### src/rtl/pipe_ctrl_n.sv
// Pipeline control for the in-order core: per-stage stall/bubble/flush, redirect PC, refill hold, hang watchdog.
// Optional performance counters are built when PIPE_CTRL_PERF_CNT_EN is defined.
module pipe_ctrl_n #(
    parameter int unsigned NUM_STAGES  = 7,
    parameter int unsigned PC_WD       = 64,
    parameter int unsigned REFILL_CYC  = 1,
    parameter int unsigned STALL_LIMIT = 1024,
    parameter int unsigned CNT_WD      = 32
) (
    input  logic                          clk,
    input  logic                          rst,
    input  logic [NUM_STAGES-1:0]         stallreq,
    input  logic [NUM_STAGES-1:0]         flushreq,
    input  logic [NUM_STAGES*PC_WD-1:0]   flush_pc,
    output logic [NUM_STAGES-1:0]         stall,
    output logic [NUM_STAGES-1:0]         bubble,
    output logic [NUM_STAGES-1:0]         flush,
    output logic [PC_WD-1:0]              new_pc,
    output logic                          redirect_valid,
    output logic                          hang,
    output logic [CNT_WD-1:0]             stall_cycles,
    output logic [CNT_WD-1:0]             flush_count
);

    localparam int unsigned RUN_WD = $clog2(STALL_LIMIT + 1);
    localparam int unsigned RCNT_WD = 4;

    typedef enum logic [1:0] {
        IDLE,
        REDIR,
        REFILL
    } state_t;

    state_t                  state;
    logic [RCNT_WD-1:0]      refill_cnt;
    logic [RUN_WD-1:0]       stall_run;
    logic [RUN_WD-1:0]       run_nxt;
    logic [NUM_STAGES-1:0]   raw_stall;
    logic [PC_WD-1:0]        sel_pc;
    logic                    any_flush;
    logic                    any_stallreq;
    logic                    flush_acc;
    logic                    stall_acc;

    // Scan from the oldest stage down: oldest flusher wins and kills everything younger.
    always_comb begin
        flush     = '0;
        raw_stall = '0;
        stall     = '0;
        bubble    = '0;
        sel_pc    = '0;
        flush_acc = 1'b0;
        stall_acc = 1'b0;
        for (int i = int'(NUM_STAGES) - 1; i >= 0; i--) begin
            flush[i] = flush_acc;
            if (flushreq[i] && !flush_acc) begin
                sel_pc = flush_pc[i*PC_WD +: PC_WD];
            end
            flush_acc    = flush_acc | flushreq[i];
            stall_acc    = stall_acc | stallreq[i];
            raw_stall[i] = stall_acc;
        end
        if (state == REFILL) begin
            raw_stall[0] = 1'b1;
        end
        stall = raw_stall & ~flush;
        for (int i = 1; i < int'(NUM_STAGES); i++) begin
            bubble[i] = stall[i-1] & ~stall[i] & ~flush[i];
        end
    end

    assign any_flush    = |flushreq;
    assign any_stallreq = |stallreq;

    // Consecutive-stall run length, saturating at the hang threshold.
    always_comb begin
        run_nxt = stall_run;
        if (any_flush || !any_stallreq) begin
            run_nxt = '0;
        end else if (stall_run != RUN_WD'(STALL_LIMIT)) begin
            run_nxt = stall_run + RUN_WD'(1);
        end
    end

    always_ff @(posedge clk) begin
        if (rst) begin
            state          <= IDLE;
            refill_cnt     <= '0;
            new_pc         <= '0;
            redirect_valid <= 1'b0;
            stall_run      <= '0;
            hang           <= 1'b0;
        end else begin
            redirect_valid <= 1'b0;
            stall_run      <= run_nxt;
            if (run_nxt == RUN_WD'(STALL_LIMIT)) begin
                hang <= 1'b1;
            end
            // A new flush always restarts the redirect, even mid-refill.
            if (any_flush) begin
                state          <= REDIR;
                new_pc         <= sel_pc;
                redirect_valid <= 1'b1;
            end else begin
                case (state)
                    IDLE: begin
                        state <= IDLE;
                    end
                    REDIR: begin
                        if (REFILL_CYC == 0) begin
                            state <= IDLE;
                        end else begin
                            state      <= REFILL;
                            refill_cnt <= RCNT_WD'(REFILL_CYC);
                        end
                    end
                    REFILL: begin
                        if (refill_cnt <= RCNT_WD'(1)) begin
                            state <= IDLE;
                        end else begin
                            refill_cnt <= refill_cnt - RCNT_WD'(1);
                        end
                    end
                    default: begin
                        state <= IDLE;
                    end
                endcase
            end
        end
    end

`ifdef PIPE_CTRL_PERF_CNT_EN
    // Saturating event counters; they hold at all-ones instead of wrapping.
    always_ff @(posedge clk) begin
        if (rst) begin
            stall_cycles <= '0;
            flush_count  <= '0;
        end else begin
            if ((|stall) && (stall_cycles != {CNT_WD{1'b1}})) begin
                stall_cycles <= stall_cycles + CNT_WD'(1);
            end
            if (any_flush && (flush_count != {CNT_WD{1'b1}})) begin
                flush_count <= flush_count + CNT_WD'(1);
            end
        end
    end
`else
    assign stall_cycles = '0;
    assign flush_count  = '0;
`endif

endmodule

### config.mk
export PLATFORM = sky130hd
export DESIGN_NAME = pipe_ctrl_n
export DESIGN_NICKNAME = d
export VERILOG_FILES = /design/src/rtl/pipe_ctrl_n.sv
export SDC_FILE = /design/constraint.sdc
export NUM_CORES = 1
export LEC_CHECK = 0
export CAP_MARGIN = 20
export CELL_PAD_IN_SITES_DETAIL_PLACEMENT = 0
export CELL_PAD_IN_SITES_GLOBAL_PLACEMENT = 1
export CORE_AREA = 4 4 240 242
export DETAILED_ROUTE_END_ITERATION = 6
export DIE_AREA = 0 0 244 246
export PLACE_DENSITY_LB_ADDON = 0.1
export SYNTH_ARGS = -nofsm -noshare
export SYNTH_HDL_FRONTEND = slang
export SYNTH_SLANG_ARGS = --single-unit
### constraint.sdc
create_clock -name clk -period 2.9 [get_ports clk]
set_input_delay 0.435 -clock clk [delete_from_list [all_inputs] [get_ports clk]]
set_output_delay 0.435 -clock clk [all_outputs]
set_load 0.01 [all_outputs]
==> results <==
- Synthesis handed over a netlist of 919 instances.
- In this run the horizontal extent of the chip is 244 um.
- The kind of critical path is in2out.
- The main flop type after synthesis is sky130_fd_sc_hd__dfxtp_1.
- The slowest stage of the critical path is the sky130_fd_sc_hd__clkdlybuf4s50_1 cell.
- The instance area after placement is 0.01274 mm2.
- The mean area per synthesized cell is 7.073 um2.
- The power dissipated by switching net loads is 1.195 mW.
- The average via count per standard cell is 4.054.
- Compared with the post-synthesis result, the final layout area differs by 101.6%.
- After Yosys synthesis, full adders, half adders and majority gates account for 1.155% of the synthesized area.
- In the finished design, the share of the clock period the worst path needs comes to 95.96%.
- The setup slack of the worst register-to-register path is 0.77 ns.
- The most common cell after layout, fill and taps aside is sky130_fd_sc_hd__clkdlybuf4s50_1.
- The worst register-to-register path begins at stall_run[0].
- The filler cell count is 6,199.
- The synthesized netlist devotes 41.23% of its cell area to compound gates.
- The final count of negative-setup-slack endpoints is 0.
- TritonCTS built the clock tree.
- Summing every instance area after synthesis gives 0.006500 mm2.
- The finished cells cover 0.01310 mm2.
- The number of global-route vias before repair is 9,317.
- The total wire length is 49.54 mm.
- The overall track demand over capacity in global routing is 15.60%.
- Setup repair after global routing could not meet its margin everywhere.
- The beginning of the worst hold path is rst.
- Along the worst hold path, the cell count comes to 2.
- The actual transition at the worst max-transition pin is 0.8114 ns.
- The worst-path maximum fanout is 33.
- The run finished with clean final reports.
- Entering global routing, the biggest net connects 68 pins.
- In this run the static leakage power is 4.631 nW.
- Once the clock tree was built, the setup fixing pass inserted 0 buffers.
- Detailed placement ended at an HPWL of 38.73 mm.
- Clock tree synthesis found a total of 83 sinks.
- The final core utilization is 23.79%.
- By area the synthesized netlist is led by sky130_fd_sc_hd__dfxtp_1 (26%), sky130_fd_sc_hd__o21ai_0 (9.9%), sky130_fd_sc_hd__buf_4 (7.9%).
- The cell type contributing the most total cell area after synthesis is sky130_fd_sc_hd__dfxtp_1.
- IR analysis of the VDD net gives a maximum drop of 0.0002810 V.
- Once the floorplan was initialized, standard cells occupied 11.80% of the core.
- The standard cell core area is 0.05509 mm2.
- The startpoint type of the worst setup path is a primary input.
- Among the stages of the critical path, the cell type that occurs most often is sky130_fd_sc_hd__clkdlybuf4s50_1.
- The number of synthesized flops with an enable pin is 0.
- The total overflow reported by the global router is 0.
- Of the total power, the share spent switching nets is 29.37%.
- Row generation in the floorplan step produced 86 rows.
- After Yosys synthesis, and, or, nand and nor cells account for 16.59% of the synthesized area.
- The clock latency reported for the late side of the worst-skew pair is 0.38 ns.
- The first global-routing pass estimated 68.17 mm of wire.
- The first detailed-routing pass took 4 iterations.
- The number of distinct library cells after synthesis is 44.
- The final layout contains 1,898 nets.
- The flip-flop and latch count after synthesis is 83.
- The number of DRC violations after detailed-routing iteration 0 is 341.
- The count of placed standard cells in the final layout, fillers left out is 2,185.
- The clock transition at the registers of the reported paths is 0.07 ns.
- The sum of negative setup slack is 0 ns.
- The max-capacitance violation count is 0.
- The share of the synthesized area in the top cell type is 25.56%.
- The setup clock skew after layout is 0.006048 ns.
- The via total after detailed routing is 8,858.
- The number of port buffers is 548.
- The vertical die dimension is 246 um.
- The CTS buffer count is 9.
- For the worst setup path, the data arrival time is 2.35 ns.
- The tree is rooted in a sky130_fd_sc_hd__clkbuf_16.
- In the final routed layout, each cell accounts on average for 22.67 um.
- The count of final hold-check violations is 0.
- The endpoint identified for the worst register-to-register timing path is hang.
- The max-slew violation count is 0.
- Of the total power, combinational logic draws 35.9%.
- The count of antenna-violating nets left after detailed routing is 0.
- The die area is 0.06002 mm2.
- The share of total power in sequential cells is 30.6%.
- The post-synthesis xor/xnor area fraction is 1.213%.
- After detailed routing, the number of remaining DRC violations is 0.
- The worst hold path terminates at redirect_valid.
- The portion of synthesized area spent on multiplexers is 0.3272%.
- The combinational family with the most area after synthesis is compound AO/OA/AOI/OAI gates.
- The required time of the worst setup path is 2.47 ns.
- The fraction of layout cells with a size suffix above 1 is 8.234%.
- The clock tree synthesis step divided the H-tree into 3 levels.
- The final weighted congestion in routability-driven placement is 0.7921.
- The delay of the slowest cell on the worst path is 0.57 ns.
- In this run the deepest clock path goes through 2 buffers.
- The maximum clock rate is 359.3 MHz.
- Yosys printed 0 warnings.
- The number of top-level pins is 615.
- The number of antenna violations at the first check in global routing is 6.
- The internal portion of total power is 2.875 mW.
- The worst pin sits at a relative slew slack of 45.91%.
- Including well taps, the total number of placed cells is 2,165.
- The power density over cell area is 310.6 mW/mm2.
- The top cell types in the final layout, fill and taps aside, are sky130_fd_sc_hd__clkdlybuf4s50_1 (535), sky130_fd_sc_hd__o21ai_0 (129), sky130_fd_sc_hd__nand2_1 (97), sky130_fd_sc_hd__dfxtp_1 (83), sky130_fd_sc_hd__a21oi_1 (74).
- The signal on the critical path passes through clkdlybuf4s50_1, nor4_4, buf_4, clkbuf_8, nand2_1, nor2_1, clkdlybuf4s50_1.
- The number of hold buffers added after CTS is 0.
- Sequential elements use 25.56% of the synthesized area.
- The clock period minus final worst setup slack is 2.783 ns.
- The endpoint kind of the worst setup timing path is an output pin.
- The share of async-settable or async-resettable flops after synthesis is 0%.
- In this run the worst hold path is classified as in2reg.
- The clock network power share is 33.4%.
- For the worst flop-to-flop path, the logic depth is 6.
[cell families after synthesis]
kind of cell    Yosys count
fa+ha+maj                 6
other cells               1
simple gates            239
mux                       2
flops                    83
compound gates          407
buf+inv                 172
xor+xnor                  9
[sequential cells by signal, indices dropped and copies added (netlist names)]
register	flops
refill_cnt	4
hang	1
state	2
new_pc	64
stall_run	11
redirect_valid	1
[metrics by stage]
stage                     total power [mW]  worst slack [ns]  hold slack (ns)
after CTS                            4.189           0.03028           0.3980
final                                4.070            0.1170           0.4269
after detailed placement             2.756           -0.3703           0.4438
after global placement               2.760           -0.3548           0.4398
after global routing                 4.313          -0.02940           0.4223
after floorplan                      1.781            0.3376           0.4760
[power groups by stage]
stage               registers [mW]  logic (mW)  clock network [mW]
global placement              1.27        1.49                   0
global route                  1.26        1.58                1.48
detailed placement            1.27        1.48                   0
floorplan                     1.31       0.476                   0
CTS                           1.25        1.49                1.45
finish                        1.25        1.46                1.36
[area by class of cell]
type	instances	area [um2]	share of cell area, %
clock buffer	10	239.0	1.824
timing repair buffer	591	5896	44.99
antenna	4	10.01	0.07639
inverter	14	52.55	0.4010
clock inverter	6	87.58	0.6684
tap	748	935.9	7.142
sequential	83	1662	12.68
multi-input combinational	729	4222	32.22
[synth_stat cells, types with 3 or more instances]
master and instances:
sky130_fd_sc_hd__nand2_1 97, sky130_fd_sc_hd__dfxtp_1 83, sky130_fd_sc_hd__o21ai_0 129, sky130_fd_sc_hd__a31o_2 33, sky130_fd_sc_hd__buf_1 12, sky130_fd_sc_hd__xor2_1 5, sky130_fd_sc_hd__buf_4 68, sky130_fd_sc_hd__nor3_1 39
sky130_fd_sc_hd__inv_1 13, sky130_fd_sc_hd__a221o_1 33, sky130_fd_sc_hd__o22ai_1 30, sky130_fd_sc_hd__nor4_1 6, sky130_fd_sc_hd__ha_1 6, sky130_fd_sc_hd__nor2_1 62, sky130_fd_sc_hd__nand4_1 4, sky130_fd_sc_hd__a221oi_1 32
sky130_fd_sc_hd__nor2b_1 3, sky130_fd_sc_hd__or2_2 3, sky130_fd_sc_hd__and2_1 4, sky130_fd_sc_hd__a21oi_1 75, sky130_fd_sc_hd__or4_1 3, sky130_fd_sc_hd__xnor2_1 4, sky130_fd_sc_hd__a22oi_1 66, sky130_fd_sc_hd__nand3_1 5
sky130_fd_sc_hd__clkbuf_1 78
[per-layer routing]
metal / routed length (um) / track usage, % / vias to the layer above
met5: 8 / 0 / -
met2: 26010 / 28.66 / 311
li1: - / - / 4328
met1: 19720 / 17.71 / 4188
met3: 2977 / 4.680 / 29
met4: 818 / 3.764 / 2
[worst max-delay path by stage]
stage | from | endpoint | slack [ns] | cells after the start
CTS | flushreq[3] | bubble[1] | 0.03 | 8
detailed placement | flushreq[4] | bubble[1] | -0.37 | 8
global route | flushreq[3] | bubble[3] | -0.03 | 7
global placement | flushreq[4] | bubble[1] | -0.35 | 8
floorplan | flushreq[6] | bubble[1] | 0.34 | 7
finish | flushreq[3] | bubble[3] | 0.12 | 7
[worst max-delay path, delay by kind of cell]
kind | cells | cell delay [ns]
buf+inv | 4 | 1.54
simple gates | 3 | 0.37
[what timing repair did]
action,CTS,global route
gates resized for setup,11,3
hold endpoints to repair,0,0
gates cloned,0,0
pin swaps,1,0
setup endpoints to repair,6,3
Note: power is estimated with default switching activity, not from simulation.
